**src/rtl/reg_file_pkg.sv**
```systemverilog
// rtl/reg_file_pkg.sv - shared register-file constants, state type and address check
package reg_file_pkg;

    localparam int XLEN      = 32;
    localparam int NREG      = 32;
    localparam int ADDR_W    = 32;
    localparam int REG_IDX_W = $clog2(NREG);

    typedef enum logic {
        ST_INIT,
        ST_RUN
    } rf_state_e;

    function automatic logic addr_valid(input logic [ADDR_W-1:0] addr);
        return addr < ADDR_W'(NREG);
    endfunction

endpackage

```
**src/rtl/reg_file_rf_read_port.sv**
```systemverilog
// rtl/reg_file_rf_read_port.sv - one combinational read port: range check, x0 zeroing, write bypass
module rf_read_port #(
    parameter int XLEN   = 32,
    parameter int NREG   = 32,
    parameter int ADDR_W = 32
) (
    input  logic              run,
    input  logic [ADDR_W-1:0] rd_addr,
    input  logic              wr_en,
    input  logic [ADDR_W-1:0] wr_addr,
    input  logic [XLEN-1:0]   wr_data,
    input  logic [XLEN-1:0]   arr_data,
    output logic [XLEN-1:0]   rd_data,
    output logic              addr_err
);

    logic valid;
    logic is_zero;
    logic bypass_hit;

    assign valid      = rd_addr < ADDR_W'(NREG);
    assign is_zero    = (rd_addr == '0);
    assign bypass_hit = wr_en && (wr_addr == rd_addr);
    assign addr_err   = !valid;

    // Matching addresses imply wr_addr is also valid and non-zero once rd_addr passes both checks.
    always_comb begin
        rd_data = '0;
        if (run && valid && !is_zero) begin
            rd_data = bypass_hit ? wr_data : arr_data;
        end
    end

endmodule

```
**src/rtl/reg_file.sv**
```systemverilog
// rtl/reg_file.sv - 32-entry register file with post-reset clear sequencer and two bypassed read ports
module reg_file
    import reg_file_pkg::*;
#(
    parameter int XLEN   = reg_file_pkg::XLEN,
    parameter int NREG   = reg_file_pkg::NREG,
    parameter int ADDR_W = reg_file_pkg::ADDR_W
) (
    input  logic              clk,
    input  logic              reset,
    input  logic [ADDR_W-1:0] rd_addr1,
    output logic [XLEN-1:0]   rd_data1,
    input  logic [ADDR_W-1:0] rd_addr2,
    output logic [XLEN-1:0]   rd_data2,
    input  logic              wr_en,
    input  logic [ADDR_W-1:0] wr_addr,
    input  logic [XLEN-1:0]   wr_data,
    output logic              init_busy,
    output logic              rd_addr_err,
    output logic              wr_err,
    output logic [31:0]       wr_count
);

    localparam int IDX_W = $clog2(NREG);

    rf_state_e        state_q;
    rf_state_e        state_d;
    logic [IDX_W-1:0] cnt_q;
    logic [XLEN-1:0]  regs [NREG];
    logic             run;
    logic             wr_addr_ok;
    logic             commit;
    logic             addr_err1;
    logic             addr_err2;

    assign run        = (state_q == ST_RUN);
    assign init_busy  = !run;
    assign wr_addr_ok = wr_addr < ADDR_W'(NREG);
    assign commit     = run && wr_en && wr_addr_ok && (wr_addr != '0);

    always_ff @(posedge clk or posedge reset) begin
        if (reset) begin
            state_q <= ST_INIT;
            cnt_q   <= '0;
        end else begin
            state_q <= state_d;
            if (state_q == ST_INIT) begin
                cnt_q <= cnt_q + 1'b1;
            end
        end
    end

    always_comb begin
        state_d = state_q;
        if (state_q == ST_INIT && cnt_q == IDX_W'(NREG - 1)) begin
            state_d = ST_RUN;
        end
    end

    // Storage has no reset; the INIT walk zeroes one entry per cycle instead.
    always_ff @(posedge clk) begin
        if (!run) begin
            regs[cnt_q] <= '0;
        end else if (commit) begin
            regs[wr_addr[IDX_W-1:0]] <= wr_data;
        end
    end

    always_ff @(posedge clk or posedge reset) begin
        if (reset) begin
            wr_err   <= 1'b0;
            wr_count <= '0;
        end else begin
            if (commit) begin
                wr_count <= wr_count + 32'd1;
            end
            if (run && wr_en && !wr_addr_ok) begin
                wr_err <= 1'b1;
            end
        end
    end

    rf_read_port #(.XLEN(XLEN), .NREG(NREG), .ADDR_W(ADDR_W)) u_rd_port1 (
        .run      (run),
        .rd_addr  (rd_addr1),
        .wr_en    (wr_en),
        .wr_addr  (wr_addr),
        .wr_data  (wr_data),
        .arr_data (regs[rd_addr1[IDX_W-1:0]]),
        .rd_data  (rd_data1),
        .addr_err (addr_err1)
    );

    rf_read_port #(.XLEN(XLEN), .NREG(NREG), .ADDR_W(ADDR_W)) u_rd_port2 (
        .run      (run),
        .rd_addr  (rd_addr2),
        .wr_en    (wr_en),
        .wr_addr  (wr_addr),
        .wr_data  (wr_data),
        .arr_data (regs[rd_addr2[IDX_W-1:0]]),
        .rd_data  (rd_data2),
        .addr_err (addr_err2)
    );

    assign rd_addr_err = addr_err1 || addr_err2;

endmodule
```
**config.mk**
```make
export PLATFORM = sky130hd
export DESIGN_NAME = reg_file
export DESIGN_NICKNAME = d
export VERILOG_FILES = /design/src/rtl/reg_file_pkg.sv /design/src/rtl/reg_file_rf_read_port.sv /design/src/rtl/reg_file.sv
export SDC_FILE = /design/constraint.sdc
export NUM_CORES = 2
export LEC_CHECK = 0
export CAP_MARGIN = 20
export CORE_MARGIN = 10
export CORE_UTILIZATION = 63
export DETAILED_ROUTE_END_ITERATION = 6
export PLACE_DENSITY = 0.9
export SYNTH_ARGS = -nofsm -noshare
export SYNTH_HDL_FRONTEND = slang
export SYNTH_SLANG_ARGS = --single-unit
```
**constraint.sdc**
```tcl
create_clock -name clk -period 9.67 [get_ports clk]
set_clock_uncertainty 0.15 [all_clocks]
set_input_delay 0.967 -clock clk [delete_from_list [all_inputs] [get_ports clk]]
set_output_delay 0.967 -clock clk [all_outputs]
set_load 0.02 [all_outputs]
```
Yosys cells after proc, flatten, opt, wreduce, memory -nomap -nowiden
Memory sizes are Yosys's and may differ from the RTL's.
Index checks and enable logic that the tools add are counted.
{"block": "classes", "bitwise": 1, "muxes": 11, "magnitude_cmp": 3, "n_reduce_logical": 22, "n_eq_ne": 3, "addsub": 2}
{"operator": "$mux W32", "count": 5}
{"operator": "$lt A32 B6 Y1 const B", "count": 3}
{"operator": "$eq A32 B32 Y1", "count": 2}
{"operator": "$logic_not A32 Y1", "count": 2}
{"operator": "$add A32 B1 Y32 const B", "count": 1}
{"operator": "$reduce_bool A32 Y1", "count": 1}
{"operator": "$reduce_or A32 Y1", "count": 1}
{"operator": "$logic_and A1 B1 Y1", "count": 11}
{"operator": "$logic_not A1 Y1", "count": 6}
{"operator": "$add A5 B1 Y5 const B", "count": 1}
{"operator": "$eq A5 B5 Y1 const B", "count": 1}
{"operator": "$mux W1", "count": 5}
{"operator": "$mux W5", "count": 1}
{"operator": "$logic_or A1 B1 Y1", "count": 1}
{"operator": "$not A1 Y1", "count": 1}
{"block": "totals", "out_inout_bits": 99, "memories": 1, "mem_bits_rw": 1024, "word_cells": 47, "in_bits": 131, "reg_bits": 39}
{"name": "regs", "depth": 32, "width": 32, "rd": 2, "rd_clocked_by_memory_dff": 0, "write_ports": 1, "line": "reg_file.sv:29", "text": "logic [XLEN-1:0] regs [NREG];"}

Longest topological paths before layout
{"block": "depth", "depth_word": 8, "depth_mapped": 10, "mapped_depth_nobuf": 6}

Modules after synthesis
A second synthesis with hierarchy kept.
{"block": "hier_totals", "hier_cells": 2765, "hier_area_um2": 51478.1}
{"module": "reg_file", "area_each_um2": 48930.7, "instances": 1, "seq_area_each_um2": 31725.4, "cells_per_inst": 2407}
{"module": "rf_read_port", "area_each_um2": 1273.7, "instances": 2, "seq_area_each_um2": 0.0, "cells_per_inst": 179}

Least setup slack after synthesis
No wires, ideal clock.
{"block": "synth_timing", "path_kind": "input to register", "start": "input port wr_addr[0]", "end": "memory regs[2][0] (enable)", "t_required_ps": 9099, "n_path_buf": 2, "setup_time_ps": 421, "setup_slack_ps": 5293, "t_arrival_ps": 3806, "cell_stages": 8, "cell_sequence": "buf_2 > or3_1 > o311ai_2 > nor3_2 > buf_2 > nor4_1 > a31oi_1 > nor2_1"}
{"block": "synth_via", "elab_chain_cells": 8, "elab_cells_between_ends": 10, "classes_between": "order compare: 1; mux: 5; reduce/logical: 4"}
{"element": "start, declared", "line": "reg_file.sv:16", "text": "input logic [ADDR_W-1:0] wr_addr,"}
{"element": "$lt A32 B6 Y1", "line": "reg_file.sv:38", "text": "assign wr_addr_ok = wr_addr < ADDR_W'(NREG);"}
{"element": "$logic_and A1 B1 Y1 (2 in a row)", "line": "reg_file.sv:39", "text": "assign commit = run && wr_en && wr_addr_ok && (wr_addr != '0);"}
{"element": "$mux W1", "line": "reg_file.sv:64", "text": "end else if (commit) begin"}
{"element": "$mux W1", "line": "reg_file.sv:62", "text": "if (!run) begin"}
{"element": "$mux W1 (implied by the code)", "line": "reg_file.sv:65", "text": "regs[wr_addr[IDX_W-1:0]] <= wr_data;"}
{"element": "$reduce_or A32 Y1 (no line)"}
{"element": "$mux W5 (no line) or $mux W1 (tied branches)"}
{"element": "end, declared", "line": "reg_file.sv:29"}
Parallel ways exist; a longest one is shown, timed or not.

Worst setup path after layout
{"block": "layout_timing", "start": "input port rd_addr1[0]", "end": "output port rd_data1[5]"}
{"block": "layout_via", "elab_chain_cells": 4, "elab_cells_between_ends": 10, "classes_between": "order compare: 1; eq/ne: 1; mux: 2; reduce/logical: 5; memory: 1"}
{"element": "start, declared", "line": "reg_file.sv:11", "text": "input logic [ADDR_W-1:0] rd_addr1,"}
{"element": "$lt A32 B6 Y1 (tied with other cells)", "line": "reg_file_rf_read_port.sv:21", "text": "assign valid = rd_addr < ADDR_W'(NREG);"}
{"element": "$logic_and A1 B1 Y1 (tied with other cells)", "line": "reg_file_rf_read_port.sv:29", "text": "if (run && valid && !is_zero) begin"}
{"element": "$logic_and A1 B1 Y1 or $mux W32 (tied branches)", "line": "reg_file_rf_read_port.sv:29, reg_file_rf_read_port.sv:30"}
{"element": "$mux W32 *", "line": "reg_file_rf_read_port.sv:29"}
{"element": "end, declared", "line": "reg_file.sv:12", "text": "output logic [XLEN-1:0] rd_data1,"}
Every way passes the cells marked *; elsewhere a longest branch is shown, timed or not.

==> reports/metrics.yaml <==
async_flop_share: 0.0367
globalplace.congestion: 0.907
synth_top_area_share: 0.591
synth_top_cell_by_area: "edfxtp_1"
arrival_ns: 5.48
dieArea_mm2: 0.0944
root_buffer: "clkbuf_16"
place.port_buffers: 229
avgSynthCellArea_um2: 16.6
syn-num-nets: 3264
numCtsBuffers: 102
clk_path_buf_depth: 3
rows: 105
yosys-top-cells-area: "edfxtp_1 59%, mux4_2 16%, mux2i_1 4.3%"
met1Wirelength_um: 52900
dp_hpwl_um: 98800
overflow: 0
vias: 37902
grt_pass1_wl_um: 261000
fmax_mhz: 152
grt_pass1_vias: 37832
clk_pin_slew_ns: 0.06
dr.pass1.iters: 7
cp_data_required_time_ns: 8.55
relSlewSlack: 0.148
rsz0062_at_grt: "false"
drive_gt1_frac: 0.243
ir_drop_mv: 0.159
setup_viol: 0
clock_latency_ns: 0.72
cts_tree: "yes"
yosys_most_used_dff: "edfxtp_1"
start_kind: "input pin"
hold_path.class: "flip-flop to flip-flop"
die_x_um: 307
wl_per_cell_um: 41.7
wl_met3_um: 34500
synth-edff-count: 1024
worstMarginPinSlew_ns: 1.27
synthDistinctLibCells: 66
cts_sinks: 1063
setup_tns_ns: 0
cts_max_level: 3
wl_um: 187000
grt_max_degree: 118
maxSlewViolCount: 0
antenna_found_initial: 4
drt_iter0_drc: 8592
highest_layer: "met5"
syn2layout_area_growth_pct: 13.4
hold_buffers: 0
synth_area_mm2: 0.0520
holdWs_ns: 0.344
fin_crit_sh: 0.682
power_leakage_nw: 21.8
cts_resized: 0
finish.net_count: 3455
syn_inst: 3130
io_pins: 230
seq_area_frac_synth: 0.610
finalHoldViolCount: 0
vias_per_cell: 8.45
start_util: 0.634
period_needed_ns: 6.60
cts_setup_buffers: 0
yosysWarnings: 0
ys_seq_elements: 1063
coreArea_mm2: 0.0820
grtUsageTotal: 0.382
drc: 44
cp-end-kind: "primary output"
wl_met2_um: 81700
violations: "DRC"
max_cap_viol_count: 0
route.antenna.remaining_nets: 0
outcome: "complete, but fails checks"
die_h_um: 307
crit_type: "input pin to primary output"
critPathMaxFanout: 77
power_density_mw_per_mm2: 165
==> where the power goes <==
part	total, mW	switching, mW	leakage, nW	internal (mW)
Clock	4.10	1.85	1.62	2.25
Sequential	4.97	0.0000000364	12.3	4.97
Combinational	0.677	0.425	7.86	0.252
==> cells in the final DEF (no fill, tap or decap), types with 39 or more instances in the layout <==
cell             count
edfxtp_1          1024
mux4_2             381
mux2i_1            225
clkdlybuf4s50_1    220
nand2_1            190
a22oi_1            122
clkbuf_16          106
a21oi_1             90
mux2_2              85
nor2_1              82
buf_4               72
xnor2_1             54
o22ai_1             52
a221oi_1            42
xor2_1              41
dfrtp_1             39
==> stage by stage <==
stage               worst slack (ns)  std cells  power, mW   util  area (µm²)
global route                    3.01       4484       9.88  0.719       59000
floorplan                       5.29       3130       5.46      -       52000
finish                          3.07       4487       9.75  0.719       59000
detailed placement              3.36       4271       5.69  0.674       55200
global placement                2.63       4267       5.68  0.673       55200
CTS                             3.30       4465       9.64  0.714       58600
==> Yosys cell counts, types with 29 or more instances <==
cell / n
mux4_2: 381
xor2_1: 41
nor3_1: 35
a221oi_1: 42
buf_2: 58
edfxtp_1: 1024
a22oi_1: 122
nand2_1: 192
nand2b_1: 34
mux2_2: 85
clkbuf_1: 84
and2_1: 29
xnor2_1: 54
a21oi_1: 90
nand4b_1: 30
dfrtp_1: 39
mux2i_1: 225
buf_4: 45
nor2_1: 117
o22ai_1: 52
==> cell families (layout without fill, tap and decap cells) <==
kind of cell             after synthesis  in the layout  synth area share
AO/OA/AOI/OAI                        421            421            0.0595
other                                  0              6                 0
XOR/XNOR                              95             95            0.0160
flip-flops                          1063           1063             0.610
AND/OR/NAND/NOR                      602            602            0.0595
buffers and inverters                255            536            0.0275
adder cells (fa/ha/maj)                3              3          0.000722
multiplexers                         691            691             0.227
==> registers in the layout (all words and copies together) (netlist names) <==
name,count
wr_count,32
run,1
wr_err,1
regs,1024
cnt_q,5
==> worst paths after layout <==
path,from,to,slack (ns),cells after the start
worst max register to register,run,regs[14][30],5.31,6
worst min register to register,wr_count[25],wr_count[25],0.34,1
max in group asynchronous,reset,cnt_q[4],8.48,3
min in group asynchronous,reset,wr_count[20],0.53,3
worst min-delay path,wr_count[25],wr_count[25],0.34,1
worst max-delay path,rd_addr1[0],rd_data1[5],3.07,9
==> layer usage <==
layer  up-vias  global-route usage
met1     17967               0.448
met3      1496               0.163
met2      5114               0.564
li1      13319                   -
met4         6               0.272
met5         -             0.00634
==> critical path, stage by stage <==
cell	delay, ns
buf_8	0.59
buf_4	0.94
mux4_2	0.63
o31ai_1	0.25
a21oi_1	0.15
a2111oi_1	0.68
clkdlybuf4s18_2	0.36
a211oi_1	0.06
clkdlybuf4s50_1	0.59
==> area by class of cell <==
| class | count | area (µm²) |
|---|---|---|
| Sequential cell | 1063 | 31700 |
| Fill cell | 4422 | 23000 |
| Multi-Input combinational cell | 1812 | 19200 |
| Timing Repair Buffer | 324 | 3330 |
| Clock buffer | 126 | 2700 |
| Tap cell | 1070 | 1340 |
| Clock inverter | 68 | 636 |
| Inverter | 18 | 67.6 |
| Antenna cell | 6 | 15.0 |
(Power assumes the default switching activity.)
